## src/rtl/rv_pkg.sv

```systemverilog
// ============================================================================
// Module   : rv_pkg
// Purpose  : Shared constants and FSM state type for the RV32I register file.
// Revision : 1.0 - initial release
// ============================================================================
`default_nettype none

package rv_pkg;

   // Default datapath width for RV32I
   localparam int XLEN_DEFAULT = 32;

   // Architectural zero register address
   localparam int REG_ZERO = 0;

   // Register-file FSM: hardware clear after reset, then normal operation
   typedef enum logic [0:0] {
      RF_CLEAR = 1'b0,
      RF_RUN   = 1'b1
   } rf_state_t;

endpackage

`default_nettype wire

```

## src/rtl/regfile_rdport.sv

```systemverilog
// ============================================================================
// Module   : regfile_rdport
// Purpose  : One combinational read port: x0 mask, zero while clearing, and
//            an optional same-cycle write bypass (macro REGFILE_BYPASS_EN).
// Revision : 1.0 - initial release
// ============================================================================
`default_nettype none

module regfile_rdport
   import rv_pkg::*;
#(
   parameter  int XLEN = XLEN_DEFAULT,
   parameter  int NREG = 32,
   localparam int AW   = $clog2(NREG)
) (
   input  logic [AW-1:0]   addr,
   input  logic [XLEN-1:0] regs [NREG],
   input  logic            run,
   input  logic            we,
   input  logic [AW-1:0]   a3,
   input  logic [XLEN-1:0] wd3,
   output logic [XLEN-1:0] rd
);

`ifdef REGFILE_BYPASS_EN
   // Read mux: zero for x0 or while clearing, forward pending write data, else storage
   always_comb begin
      rd = '0;
      if (run && addr != AW'(REG_ZERO)) begin
         if (we && a3 != AW'(REG_ZERO) && a3 == addr) begin
            rd = wd3;
         end else begin
            rd = regs[addr];
         end
      end
   end
`else
   // Write-port signals only feed the forwarding path, which is absent here
   logic unused_bypass;
   assign unused_bypass = ^{we, a3, wd3};

   // Read mux: zero for x0 or while clearing, else storage
   always_comb begin
      rd = '0;
      if (run && addr != AW'(REG_ZERO)) begin
         rd = regs[addr];
      end
   end
`endif

endmodule

`default_nettype wire

```

## src/rtl/regfile_mp.sv

```systemverilog
// ============================================================================
// Module   : regfile_mp
// Purpose  : Parametrised multi-read-port integer register file. x0 is
//            hardwired to zero; reset starts a sequential clear of every
//            register before ready is raised. Optional write-to-read bypass
//            is enabled by defining REGFILE_BYPASS_EN.
// Revision : 1.0 - initial release
// ============================================================================
`default_nettype none

module regfile_mp
   import rv_pkg::*;
#(
   parameter  int XLEN = XLEN_DEFAULT,
   parameter  int NREG = 32,
   parameter  int NRD  = 2,
   localparam int AW   = $clog2(NREG)
) (
   input  logic                clk,
   input  logic                rst_n,
   input  logic                we,
   input  logic [AW-1:0]       a3,
   input  logic [XLEN-1:0]     wd3,
   input  logic [NRD*AW-1:0]   ra,
   output logic [NRD*XLEN-1:0] rd,
   output logic                ready
);

   rf_state_t       state;
   logic [AW-1:0]   clr_idx;
   logic            run;

   // x0 has no storage; entries start at index 1
   logic [XLEN-1:0] mem  [1:NREG-1];
   // Read view of the whole file with a constant-zero slot for x0
   logic [XLEN-1:0] view [NREG];

   assign run = (state == RF_RUN);

   // FSM: walk clr_idx through every register, then stay in RUN until reset
   always_ff @(posedge clk or negedge rst_n) begin
      if (!rst_n) begin
         state   <= RF_CLEAR;
         clr_idx <= AW'(1);
         ready   <= 1'b0;
      end else begin
         case (state)
            RF_CLEAR: begin
               if (clr_idx == AW'(NREG-1)) begin
                  state <= RF_RUN;
                  ready <= 1'b1;
               end else begin
                  clr_idx <= clr_idx + AW'(1);
               end
            end
            RF_RUN: begin
               state <= RF_RUN;
            end
            default: begin
               state   <= RF_CLEAR;
               clr_idx <= AW'(1);
               ready   <= 1'b0;
            end
         endcase
      end
   end

   // Storage: clear writes zero while clearing (user writes dropped), else normal write port
   always_ff @(posedge clk) begin
      if (state == RF_CLEAR) begin
         mem[clr_idx] <= '0;
      end else if (we && a3 != AW'(REG_ZERO)) begin
         mem[a3] <= wd3;
      end
   end

   for (genvar g = 0; g < NREG; g++) begin : g_view
      if (g == REG_ZERO) begin : g_zero
         assign view[g] = '0;
      end else begin : g_reg
         assign view[g] = mem[g];
      end
   end

   for (genvar p = 0; p < NRD; p++) begin : g_rdport
      regfile_rdport #(
         .XLEN (XLEN),
         .NREG (NREG)
      ) u_rdport (
         .addr (ra[p*AW +: AW]),
         .regs (view),
         .run  (run),
         .we   (we),
         .a3   (a3),
         .wd3  (wd3),
         .rd   (rd[p*XLEN +: XLEN])
      );
   end

endmodule

`default_nettype wire
```

## config.mk

```make
export PLATFORM = sky130hd
export DESIGN_NAME = regfile_mp
export DESIGN_NICKNAME = d
export VERILOG_FILES = /design/src/rtl/rv_pkg.sv /design/src/rtl/regfile_rdport.sv /design/src/rtl/regfile_mp.sv
export SDC_FILE = /design/constraint.sdc
export NUM_CORES = 1
export LEC_CHECK = 0
export CAP_MARGIN = 20
export CELL_PAD_IN_SITES_DETAIL_PLACEMENT = 0
export CELL_PAD_IN_SITES_GLOBAL_PLACEMENT = 1
export CORE_ASPECT_RATIO = 1.1
export CORE_UTILIZATION = 30
export CTS_BUF_LIST = sky130_fd_sc_hd__clkbuf_8
export CTS_CLUSTER_SIZE = 25
export DETAILED_ROUTE_END_ITERATION = 12
export PLACE_DENSITY = 0.57
export SKIP_CTS_REPAIR_TIMING = 1
export SLEW_MARGIN = 20
export SYNTH_ARGS = -nofsm -noshare
export SYNTH_HDL_FRONTEND = slang
export SYNTH_SLANG_ARGS = --single-unit
```

## constraint.sdc

```tcl
create_clock -name clk -period 2.67 [get_ports clk]
set_input_delay 0.534 -clock clk [delete_from_list [all_inputs] [get_ports clk]]
set_output_delay 0.534 -clock clk [all_outputs]
set_load 0.05 [all_outputs]
```

; Word-level counts from Yosys, hierarchy flattened
; Memories as Yosys holds them, arrays and structs flattened.
; Cells that the tools add are included.
[word_totals]
output_inout_bits = 65
in_bits = 50
romBits = 0
mem_count = 1
latchBits = 0
word_cells = 38
ram_bits = 992
regBits = 7
[mem_list]
columns = memory, words, width, rd, rd_ports_with_merged_regs, write_ports, line
row1 = mem, 31, 32, 31, 0, 1, regfile_mp.sv:34  ; logic [XLEN-1:0] mem [1:NREG-1];
[classes]
add_sub_neg = 1
div_mod_pow = 0
bitwise = 4
multipliers = 0
order_cmp = 2
n_eq_ne = 1
mux = 17
shift = 0
n_reduce_logical = 9
[op_table]
columns = op, n
row1 = 32-bit binary-select mux with 5-bit select, 2
row2 = 32-bit two-way mux, 7
row3 = 32-bit OR reduction, 1
row4 = 5-bit nonzero test, 3
row5 = "6-bit greater-or-equal comparator, second input constant", 2
row6 = 5-bit inverter with 6-bit output, 2
row7 = 1-bit two-way mux, 6
row8 = "5-bit by 1-bit adder with 5-bit output, second input constant", 1
row9 = "5-bit == test, second input constant", 1
row10 = 5-bit two-way mux, 1
row11 = 2-bit AND reduction, 2
row12 = 1-bit logical AND, 3
row13 = 1-bit inverter, 2
row14 = 1-bit case mux with 2 select lines, 1

; Longest topological paths before layout
[depth]
ltp_word = 7
ltp_mapped = 10
mapped_depth_nobuf = 6

; Hierarchy
; A second synthesis with hierarchy kept.
[hier_totals]
cells_unflattened = 2784
area_unflattened_um2 = 48172.5
[by_module_without_submodules]
columns = module, seq_area_each_um2, area_each_um2, cells_per_inst, n_inst
row1 = regfile_mp, 29965.0, 30770.8, 1124, 1
row2 = regfile_rdport, 0.0, 8700.8, 830, 2

; Least setup slack after synthesis
; Ideal clock, no wire load.
[synth_timing]
path_type = input-to-output
startpoint = input port ra[0]
endpoint = output port rd[1]
cell_stages = 9
n_path_buf = 4
required_time_ns = 2.136
t_arrival_ns = 4.015
setup_slack_ns = -1.879
cell_sequence = buf_4 > buf_8 > buf_12 > nor2b_4 > buf_2 > a221oi_1 > nor3_1 > a211oi_1 > a2111oi_0
[synth_via]
elab_chain_cells = 5
word_cells_on_any_way = 7
cone_classes = mux (4) / bitwise (1) / reduce/logical (2)
[synth_lines]
columns = item, line
row1 = from (decl), regfile_mp.sv:24  ; input logic [NRD*AW-1:0] ra,
row2 = 5-bit inverter with 6-bit output (not written as such), regfile_rdport.sv:46  ; rd = regs[addr];
row3 = 32-bit binary-select mux with 5-bit select, regfile_rdport.sv:46
row4 = 32-bit two-way mux (not written as such) (2 in a row), regfile_rdport.sv:46
row5 = 32-bit two-way mux (*), regfile_rdport.sv:45  ; if (run && addr != AW'(REG_ZERO)) begin
row6 = to (decl), regfile_mp.sv:25  ; output logic [NRD*XLEN-1:0] rd,
; Mark *: on every way between the ends. The rest lies on a longest branch, timed or not. The select of a mux whose other input is x is not followed.

==> key figures <==
STA
  – Slew @ Worst Pin: between 0.9 and 1 ns
  – Fmax: roughly 290 MHz
  – RSZ-0062 raised after global routing: yes
  – Final WS setup: -0.790 ns
  – Pins over their slew limit: 0
  – Hold Fails Final Rpt: 0
  – Final Skew: 0.0374 ns
  – Final Setup Violations: between 60 and 70
  – Slew HR: approximately 36%
  – Minimum clock period: 3.46 ns
  – Crit share post-route: 130%

Worst setup path
  – Worst flop-to-flop path endpoint: mem[8][7]
  – Worst reg2reg path depth: 8
  – Kind of cell adding the most delay to the critical path: multiplexers
  – Crit path kind: register to output port
  – Worst path bufs/invs: 2
  – Critical path fanouts, max: 2
  – Setup crit end kind: output port
  – Reg2reg start: run
  – Critical Path RT: about 2.1 ns
  – Slowest library cell on the worst path: mux4_2
  – CP Cell Sequence: mux4_2 > mux2_2 > a211oi_4 > buf_6 > a2111oi_4 > buf_12
  – Max incr delay on CP: 0.48 ns
  – CP arrival: just under 3 ns
  – Worst setup SP type: register
  – Flop-to-flop setup slack: roughly 0.08 ns

Place
  – Buffers on Ports: 114
  – Pre-CTS setup slack: -0.869 ns
  – GP Congestion: 0.874
  – HPWL after detailed placement: around 110 mm

CTS
  – CTS Root Cell: clkbuf_8
  – TritonCTS clock tree: built
  – Clock tree buffer depth: 3
  – CTS H-tree lvls: 4
  – CTS Buf Count: about 160
  – Clock latency on the worst-skew pair: approximately 0.9 ns
  – Worst-path clk slew: ~0.060 ns
  – CTS sink count: 999

Drt
  – DR iter-0 viols: ~3300
  – Post-route ant nets: 0
  – Met2 WL post-DR: around 78 mm
  – Router iterations before antenna repair: 6
  – Routed wire length: 165 mm
  – DRC Markers: 0
  – Met3 Wirelength: approximately 12 mm
  – WL per Instance: 29.6 µm
  – WL met1: around 71 mm
  – Vias: between 30000 and 40000
  – Top Metal Used: met4
  – Vias/cell: roughly 5.5

Final layout
  – Area of the multi-input gates: around 18000 µm²
  – Nets: between 3000 and 4000
  – Fraction of layout cells with a size suffix above 1: 41.9%
  – Register Area: ~30000 µm²
  – Fillers: ~14000
  – Layout area overhead: 31.3%

Synth
  – Number of flops mapped to enable cells by yosys: between 900 and 1000
  – Dominant cell type by area after synthesis: edfxtp_1
  – Area contributors post-synth: edfxtp_1 63%, mux4_2 14%, mux2i_1 8.1%
  – Primary FF master, synth: edfxtp_1
  – Count leader, synth: edfxtp_1
  – Post-synth ARST share: less than 1%
  – Syn Area/Cell: between 15 and 20 µm²
  – Commonest cells post-synth: 992 x edfxtp_1, 382 x mux2i_1, 300 x mux4_2, 97 x clkbuf_1, 85 x nand2_1
  – Synth top area share: between 60% and 70%
  – Post-synthesis instance area: between 40000 and 50000 µm²
  – Register area share after synthesis: a little over three fifths
  – Synth cell types: between 40 and 50
  – Syn_nets: around 2800
  – Mapped Cells: 2777
  – Syn. warnings: 0
  – Post-synthesis register bit count: approximately 1000

GRT
  – Overflow after GRT: 0
  – Gr usage total: between 20% and 30%
  – Initial antenna violation count: 2
  – Vias in the first global route: between 30000 and 40000
  – Largest net degree at the start of global routing: 42
  – First-pass GRT wire length: around 230 mm

Run status
  – Failing checks: negative setup slack
  – Status: finished, violations left

Pwr
  – Switching power total: 9.06 mW
  – Power Dens Cells: around 560 nW/µm²
  – Internal power: 26.0 mW
  – Leak: 22.4 nW
  – Sequential power share: between 40% and 50%
  – Clock power share: 36.4%
  – Switching part of the total: roughly a quarter
  – IR drop worst, VDD: 0.485 mV
  – Combinational Power Share: 14.1%
  – Overall Power: roughly 35 mW

Hold path
  – Worst hold path class: input port to async pin

Floorplan
  – I/O pin total: 115
  – Core Footprint: around 160000 µm²
  – # rows: 152
  – Starting density of the core: a little under a third
  – Die X: 381 µm
  – Die Ht: about 420 µm
  – Die Area: between 150000 and 200000 µm²

Flow run
  – Max-capacitance violation count: 0
per-stage QoR:
step	hold WS [ns]	utilization, %	cells	cell area, µm²	setup TNS (ns)
global placement	0.474	37.0	5260	57800	-825.27
detailed placement	0.468	37.0	5260	57800	-849.03
floorplan	0.238	-	2777	48500	-212.11
global route	0.451	39.8	5560	62200	-45.05
finish	0.461	39.8	5562	62200	-36.82
CTS	-0.161	38.9	5536	60800	-51.07
routing by layer:
metal | GRT usage, % | vias up
li1 | - | 12800
met1 | 27.9 | 16200
met2 | 32.6 | 1243
met3 | 3.76 | 243
met4 | 6.03 | 0
met5 | 0 | -
cells in the final DEF (no fill, tap or decap), types with 15 or more instances in the layout:
| cell type | synthesis | final |
|---|---|---|
| edfxtp_1 | 992 | 992 |
| mux2i_1 | 382 | 362 |
| buf_4 | 27 | 344 |
| mux4_2 | 300 | 300 |
| buf_12 | 4 | 240 |
| clkbuf_8 | 0 | 163 |
| nand2_1 | 85 | 82 |
| o22ai_1 | 75 | 71 |
| nor2b_1 | 64 | 51 |
| a211oi_1 | 67 | 49 |
| mux2_2 | 58 | 48 |
| nor2_1 | 80 | 43 |
| a21oi_1 | 42 | 40 |
| clkdlybuf4s50_1 | 0 | 40 |
| nor3_1 | 55 | 38 |
| a221oi_2 | 0 | 37 |
| inv_1 | 3 | 37 |
| and2_1 | 35 | 34 |
| a22oi_1 | 37 | 33 |
| nand4_1 | 31 | 31 |
| nor2_4 | 0 | 31 |
| clkinv_1 | 0 | 29 |
| a221oi_1 | 66 | 26 |
| clkinv_2 | 0 | 26 |
| a32oi_2 | 0 | 21 |
| buf_6 | 13 | 19 |
| mux2i_2 | 0 | 18 |
| o21ai_2 | 0 | 18 |
| a2111oi_4 | 0 | 15 |
power groups by stage:
| stage | registers, mW | clock network (mW) | logic, mW |
|---|---|---|---|
| after global routing | 17.3 | 13.6 | 5.15 |
| final | 17.3 | 12.8 | 4.96 |
| after global placement | 17.6 | 0 | 4.69 |
| after CTS | 17.3 | 13.1 | 4.74 |
| after detailed placement | 17.6 | 0 | 4.72 |
| after floorplan | 17.6 | 0 | 2.33 |
final cells by class:
type	count	area share, %
multi-input combinational	1541	29.4
sequential	999	48.2
inverter	3	0.0241
clock inverter	113	1.18
antenna	3	0.0121
tap	2079	4.18
clock buffer	163	3.61
timing repair buffer	661	13.4
flip-flops by register name, indices dropped and copies added, names as in the netlist:
register / flops
clr_idx: 5
mem: 992
ready: 1
run: 1
logic make-up after synthesis:
family / count (synthesis) / synth area share [%]
flops: 999 / 63.2
mux: 740 / 23.7
simple gates: 399 / 4.30
compound gates: 397 / 5.95
buf+inv: 237 / 2.70
xor+xnor: 3 / 0.0555
fa+ha+maj: 2 / 0.0528
how the worst max path moves through the flow:
stage,from,endpoint,slack (ns),cells past startpoint
4_1_cts,mem[26][29],rd[61],-1.19,8
5_1_grt,run,rd[47],-0.88,9
2_1_floorplan,a3[3],mem[12][0],-0.31,6
3_3_place_gp,a3[3],mem[8][7],-0.88,8
3_5_place_dp,a3[3],mem[8][10],-0.87,8
6_report,mem[8][18],rd[18],-0.79,6
(Power assumes the default switching activity.)
